**src/rtl/ariane_pkg.sv**
```systemverilog
// ariane_pkg: shared dcache constants and the flush-walker state encoding.
//   DCACHE_NUM_SETS / DCACHE_NUM_WAYS : default dcache geometry (powers of two, >= 2)
//   flush_state_e                     : dcache_flush_walker FSM states
package ariane_pkg;

    localparam int unsigned DCACHE_NUM_SETS = 256;
    localparam int unsigned DCACHE_NUM_WAYS = 4;

    typedef enum logic [2:0] {
        FlushIdle,
        FlushRead,
        FlushCheck,
        FlushWb,
        FlushUpdate,
        FlushAck
    } flush_state_e;

endpackage

```
**src/rtl/dcache_flush_walker.sv**
```systemverilog
// dcache_flush_walker: walks every (set, way) of the dcache on a flush request, writes back
// dirty lines, strobes a tag update for each handled line, then acks the flush.
//
// Ports
//   clk_i, rst_ni               : clock, asynchronous active-low reset
//   flush_i                     : flush request, sampled only while idle
//   flush_ack_o                 : one-cycle pulse once the whole cache has been walked
//   busy_o                      : high in every state except idle
//   tag_req_o                   : tag read strobe for (set_o, way_o)
//   set_o, way_o                : current line index
//   tag_valid_i, tag_dirty_i    : line state, one cycle after tag_req_o
//   wb_valid_o, wb_ready_i      : writeback handshake for (set_o, way_o)
//   upd_o                       : one-cycle tag update strobe for (set_o, way_o)
//
// Build option: DCACHE_FLUSH_INVALIDATE_EN
//   defined   : upd_o clears valid and dirty; valid clean lines also get an update
//   undefined : upd_o clears dirty only; clean lines are skipped
module dcache_flush_walker
    import ariane_pkg::*;
#(
    parameter int unsigned NUM_SETS = DCACHE_NUM_SETS,
    parameter int unsigned NUM_WAYS = DCACHE_NUM_WAYS
) (
    input  logic                        clk_i,
    input  logic                        rst_ni,
    input  logic                        flush_i,
    output logic                        flush_ack_o,
    output logic                        busy_o,
    output logic                        tag_req_o,
    output logic [$clog2(NUM_SETS)-1:0] set_o,
    output logic [$clog2(NUM_WAYS)-1:0] way_o,
    input  logic                        tag_valid_i,
    input  logic                        tag_dirty_i,
    output logic                        wb_valid_o,
    input  logic                        wb_ready_i,
    output logic                        upd_o
);

    localparam int unsigned SetW = $clog2(NUM_SETS);
    localparam int unsigned WayW = $clog2(NUM_WAYS);
    localparam logic [SetW-1:0] LastSet = SetW'(NUM_SETS - 1);
    localparam logic [WayW-1:0] LastWay = WayW'(NUM_WAYS - 1);

`ifdef DCACHE_FLUSH_INVALIDATE_EN
    localparam bit CleanUpdate = 1'b1;
`else
    localparam bit CleanUpdate = 1'b0;
`endif

    flush_state_e    state_d, state_q;
    logic [SetW-1:0] set_d, set_q;
    logic [WayW-1:0] way_d, way_q;
    logic            advance;

    assign set_o = set_q;
    assign way_o = way_q;

    always_comb begin
        state_d     = state_q;
        set_d       = set_q;
        way_d       = way_q;
        advance     = 1'b0;
        tag_req_o   = 1'b0;
        wb_valid_o  = 1'b0;
        upd_o       = 1'b0;
        flush_ack_o = 1'b0;
        busy_o      = (state_q != FlushIdle);

        unique case (state_q)
            FlushIdle: begin
                if (flush_i) begin
                    state_d = FlushRead;
                    set_d   = '0;
                    way_d   = '0;
                end
            end
            FlushRead: begin
                tag_req_o = 1'b1;
                state_d   = FlushCheck;
            end
            FlushCheck: begin
                if (tag_valid_i && tag_dirty_i) begin
                    state_d = FlushWb;
                end else if (tag_valid_i && CleanUpdate) begin
                    state_d = FlushUpdate;
                end else begin
                    advance = 1'b1;
                end
            end
            FlushWb: begin
                // Request stays up with a stable index until the writeback is accepted.
                wb_valid_o = 1'b1;
                if (wb_ready_i) begin
                    state_d = FlushUpdate;
                end
            end
            FlushUpdate: begin
                upd_o   = 1'b1;
                advance = 1'b1;
            end
            FlushAck: begin
                flush_ack_o = 1'b1;
                state_d     = FlushIdle;
            end
            default: state_d = FlushIdle;
        endcase

        // Way-major walk; both counters wrap naturally at their width, so after the last
        // line they are back at (0, 0) for the next flush.
        if (advance) begin
            way_d = way_q + WayW'(1);
            if (way_q == LastWay) begin
                set_d = set_q + SetW'(1);
            end
            state_d = (set_q == LastSet && way_q == LastWay) ? FlushAck : FlushRead;
        end
    end

    always_ff @(posedge clk_i or negedge rst_ni) begin
        if (!rst_ni) begin
            state_q <= FlushIdle;
            set_q   <= '0;
            way_q   <= '0;
        end else begin
            state_q <= state_d;
            set_q   <= set_d;
            way_q   <= way_d;
        end
    end

endmodule

```
**config.mk**
```make
export PLATFORM = sky130hd
export DESIGN_NAME = dcache_flush_walker
export DESIGN_NICKNAME = d
export VERILOG_FILES = /design/src/rtl/ariane_pkg.sv /design/src/rtl/dcache_flush_walker.sv
export SDC_FILE = /design/constraint.sdc
export NUM_CORES = 1
export LEC_CHECK = 0
export ABC_AREA = 0
export CAP_MARGIN = 5
export CORE_UTILIZATION = 57
export DETAILED_ROUTE_END_ITERATION = 8
export DONT_BUFFER_PORTS = 1
export PLACE_DENSITY = 0.83
export SLEW_MARGIN = 5
export SYNTH_ARGS = -nofsm -noshare
export SYNTH_HDL_FRONTEND = slang
export SYNTH_SLANG_ARGS = --single-unit
```
**constraint.sdc**
```tcl
create_clock -name clk_i -period 2.2 [get_ports clk_i]
set_input_delay 0.22 -clock clk_i [delete_from_list [all_inputs] [get_ports clk_i]]
set_output_delay 0.22 -clock clk_i [all_outputs]
set_load 0.05 [all_outputs]
```
==> summary.txt <==
Logic synthesis
  – Post-synth top area share: 0.425
  – Gate Count Post-Synth: 88
  – Post-synth EDFFs: 0
  – Post-synth top area cell: dfrtp_1
  – Commonest cells post-synth: dfrtp_1 (13), nand2_1 (12), nor2_1 (9)
  – Ys Warns: 0
  – Register area share after synthesis: 0.425
  – Top FF cell, synth: dfrtp_1
  – Mapped Area: 766 um2
  – Syn Nets: 96
  – Area contributors post-synth: dfrtp_1 (42%), mux2i_1 (6.5%), nand2_1 (5.9%)
  – Synthesized area per cell: 8.70 um2
  – Count of cell types in the netlist: 29
  – Ys async rst share: 1.00
  – Count leader, synth: dfrtp_1
  – Synth Register Bits: 13

Critical path
  – Slowest-stage cell, CP: mux2i_1
  – CP Class: flip-flop to flip-flop
  – Worst setup SP type: flip-flop
  – Crit-path max cell delay: 0.70 ns
  – CP Cell Sequence: mux2i_1 > o21ai_0 > a21oi_1
  – Worst R2R Setup Slack: 0.40 ns
  – Crit path capture type: flip-flop
  – Worst Path Max Fanout: 12
  – CP bufs+invs: 0
  – Critical path data required time: 2.41 ns
  – Critical path arrival: 2.00 ns
  – Top delay family on crit path: multiplexers
  – Reg-to-reg critical path endpoint: set_o[6]
  – RR Startpoint: state_q[1]
  – R2R depth: 3

Timing
  – Worst-Margin Slew: 0.755 ns
  – Final setup viols: 0
  – Unrepaired setup endpoints after global routing: no
  – Minimum clock period: 1.80 ns
  – Fmax achieved: 0.556 GHz
  – Clk_skew: 0.00988 ns
  – Slew headroom: 0.482
  – Pins Over Slew Limit: 0
  – Setup_tns: 0 ns
  – Final period util: 0.817
  – Final hold vios: 0

Route
  – Residual DRC count: 0
  – Vias: 707
  – Vias/cell: 6.20
  – Avg WL per Cell: 14.9 um
  – Drt pass-1 iters: 4
  – DRT antenna net count: 0
  – Final WL: 1700 um
  – Drt first-iter violations: 18

Global route
  – Vias in the first global route: 606
  – Met2 Resource Use GR: 0.421
  – Initial antenna violation count: 0
  – Met3 GRT Util: 0.0636
  – Largest net degree at the start of global routing: 16
  – Global-route wire length before repair: 2520 um
  – Global route hottest layer: met2
  – Grt total ovfl: 0
  – Tot GR Track Use: 0.259
  – Met1 usage: 0.305

Floorplanning
  – Die width: 38.7 um
  – Core ar.: 1170 um2
  – Die area: 1490 um2
  – Starting Density: 0.654
  – Die Y: 38.7 um
  – Rows: 12
  – I/O Pins: 21

Worst hold path
  – Hold EP: state_q[0]
  – Hold wc startpoint: wb_ready_i
  – Hold Path Stages: 1
  – Hold WC Path Type: primary input to flip-flop

Clock tree
  – Clock Root Buffer: clkbuf_4
  – Clock Latency Late Sink: 0.29 ns
  – # clock sinks: 13
  – Postcts setup bufs: 0
  – Maximum clock insertion buffer count: 2
  – H-tree Lvls: 1
  – CTS clk-pin slew, worst paths: 0.09 ns
  – Total CTS buffers: 3
  – Hold buffers post-CTS: 1
  – Resized cells post-CTS: 0
  – CTS tree: built

Power and ir drop
  – Combinational share of power: 0.523
  – Net Sw Frac: 0.527
  – Worst VDD drop: 1170 uV
  – PwrDens: 1260 nW/um2
  – Seq pwr share: 0.343
  – NetSw: 0.597 mW
  – P_int: 0.536 mW
  – Leak pwr: 0.401 nW
  – Clock power share: 0.135

Cells and area
  – Non-Filler Instances: 114
  – ANT cells: 0
  – Number of nets in the layout: 109
  – Share of cells above drive strength 1: 0.200
  – Area Growth Syn to Fin: 17.6%

Flow run
  – Max-Cap Viols: 0

Placement
  – DP Cell Count: 109
  – Post-DP HPWL: 1260 um
  – Port bufs: 0
  – Routability-driven placement congestion ratio: 0.851

Outcome
  – Outcome: complete, no violations
## cell type report
class	instances	area, um2
Clock buffer	4	26.3
Fill cell	87	270
Inverter	2	7.51
Multi-Input combinational cell	68	424
Sequential cell	13	325
Tap cell	14	17.5
Timing Repair Buffer	13	100
## how the worst max path moves through the flow
stage / startpoint / depth (start not counted) / endpoint
floorplan: state_q[0] / 2 / tag_req_o
global placement: state_q[2] / 4 / set_o[4]
detailed placement: state_q[1] / 3 / set_o[6]
CTS: state_q[1] / 3 / set_o[6]
global route: state_q[1] / 3 / way_o[1]
finish: state_q[1] / 3 / set_o[6]
## kinds of logic (layout without fill, tap and decap cells)
| logic type | Yosys count | count (layout) | synth area share |
|---|---|---|---|
| adders and majority gates | 2 | 2 | 0.0327 |
| DFF | 13 | 13 | 0.425 |
| muxes | 6 | 6 | 0.0801 |
| and+or+nand+nor | 45 | 45 | 0.302 |
| buffers and inverters | 7 | 19 | 0.0343 |
| AOI/OAI and AO/OA | 15 | 15 | 0.126 |
## worst reg2reg max path, stage by stage (launching register included)
cell and delay (ns):
dfrtp_1 0.60, mux2i_1 0.71, o21ai_0 0.22, a21oi_1 0.20
## power by group through the flow
stage	sequential, mW	combinational [mW]	clock (mW)
after floorplan	0.428	0.412	0
after global placement	0.383	0.572	0
after detailed placement	0.392	0.585	0
after CTS	0.387	0.594	0.153
after global routing	0.400	0.631	0.164
final	0.388	0.592	0.152
## layout by cell type (no fill, tap or decap)
| cell type | n |
|---|---|
| clkbuf_4 | 3 |
| o211ai_1 | 2 |
| a31o_2 | 1 |
| a21oi_1 | 4 |
| a211oi_1 | 1 |
| nand3_2 | 1 |
| o31ai_1 | 1 |
| nand2_1 | 12 |
| dfrtp_1 | 13 |
| o21ai_0 | 4 |
| inv_1 | 2 |
| nand2b_1 | 1 |
| nor3_1 | 3 |
| or3_1 | 2 |
| o22a_1 | 1 |
| mux2_2 | 1 |
| clkbuf_1 | 1 |
| dlygate4sd3_1 | 1 |
| nand3_1 | 5 |
| nor2_1 | 9 |
| ha_1 | 2 |
| and2_1 | 1 |
| nor2b_1 | 1 |
| nand4_1 | 2 |
| a221oi_1 | 1 |
| buf_4 | 12 |
| nor3b_2 | 2 |
| mux2i_1 | 5 |
| and3b_1 | 1 |
| nor4_1 | 2 |
| or4_1 | 2 |
| nand3b_1 | 1 |
## stage by stage
stage	setup WS, ns	hold WS [ns]	utilization	power [mW]	area, um2
global route	0.218	0.0173	0.769	1.20	901
detailed placement	0.441	-0.0753	0.738	0.977	865
global placement	0.534	-0.0753	0.738	0.955	865
floorplan	0.151	-0.0756	-	0.840	766
CTS	0.419	0.0254	0.769	1.13	901
finish	0.402	0.0249	0.769	1.13	901
## layer usage
| layer | wire length [um] | vias up | share of wire |
|---|---|---|---|
| met4 | 42 | 0 | 0.025 |
| met3 | 91 | 7 | 0.054 |
| met2 | 804 | 24 | 0.47 |
| met5 | 0 | - | 0 |
| met1 | 762 | 334 | 0.45 |
| li1 | - | 342 | - |
## sequential cells by signal (all words and copies together), names as in the netlist
register and count:
way_o 2, set_o 8, state_q 3
(Power assumes the default switching activity.)
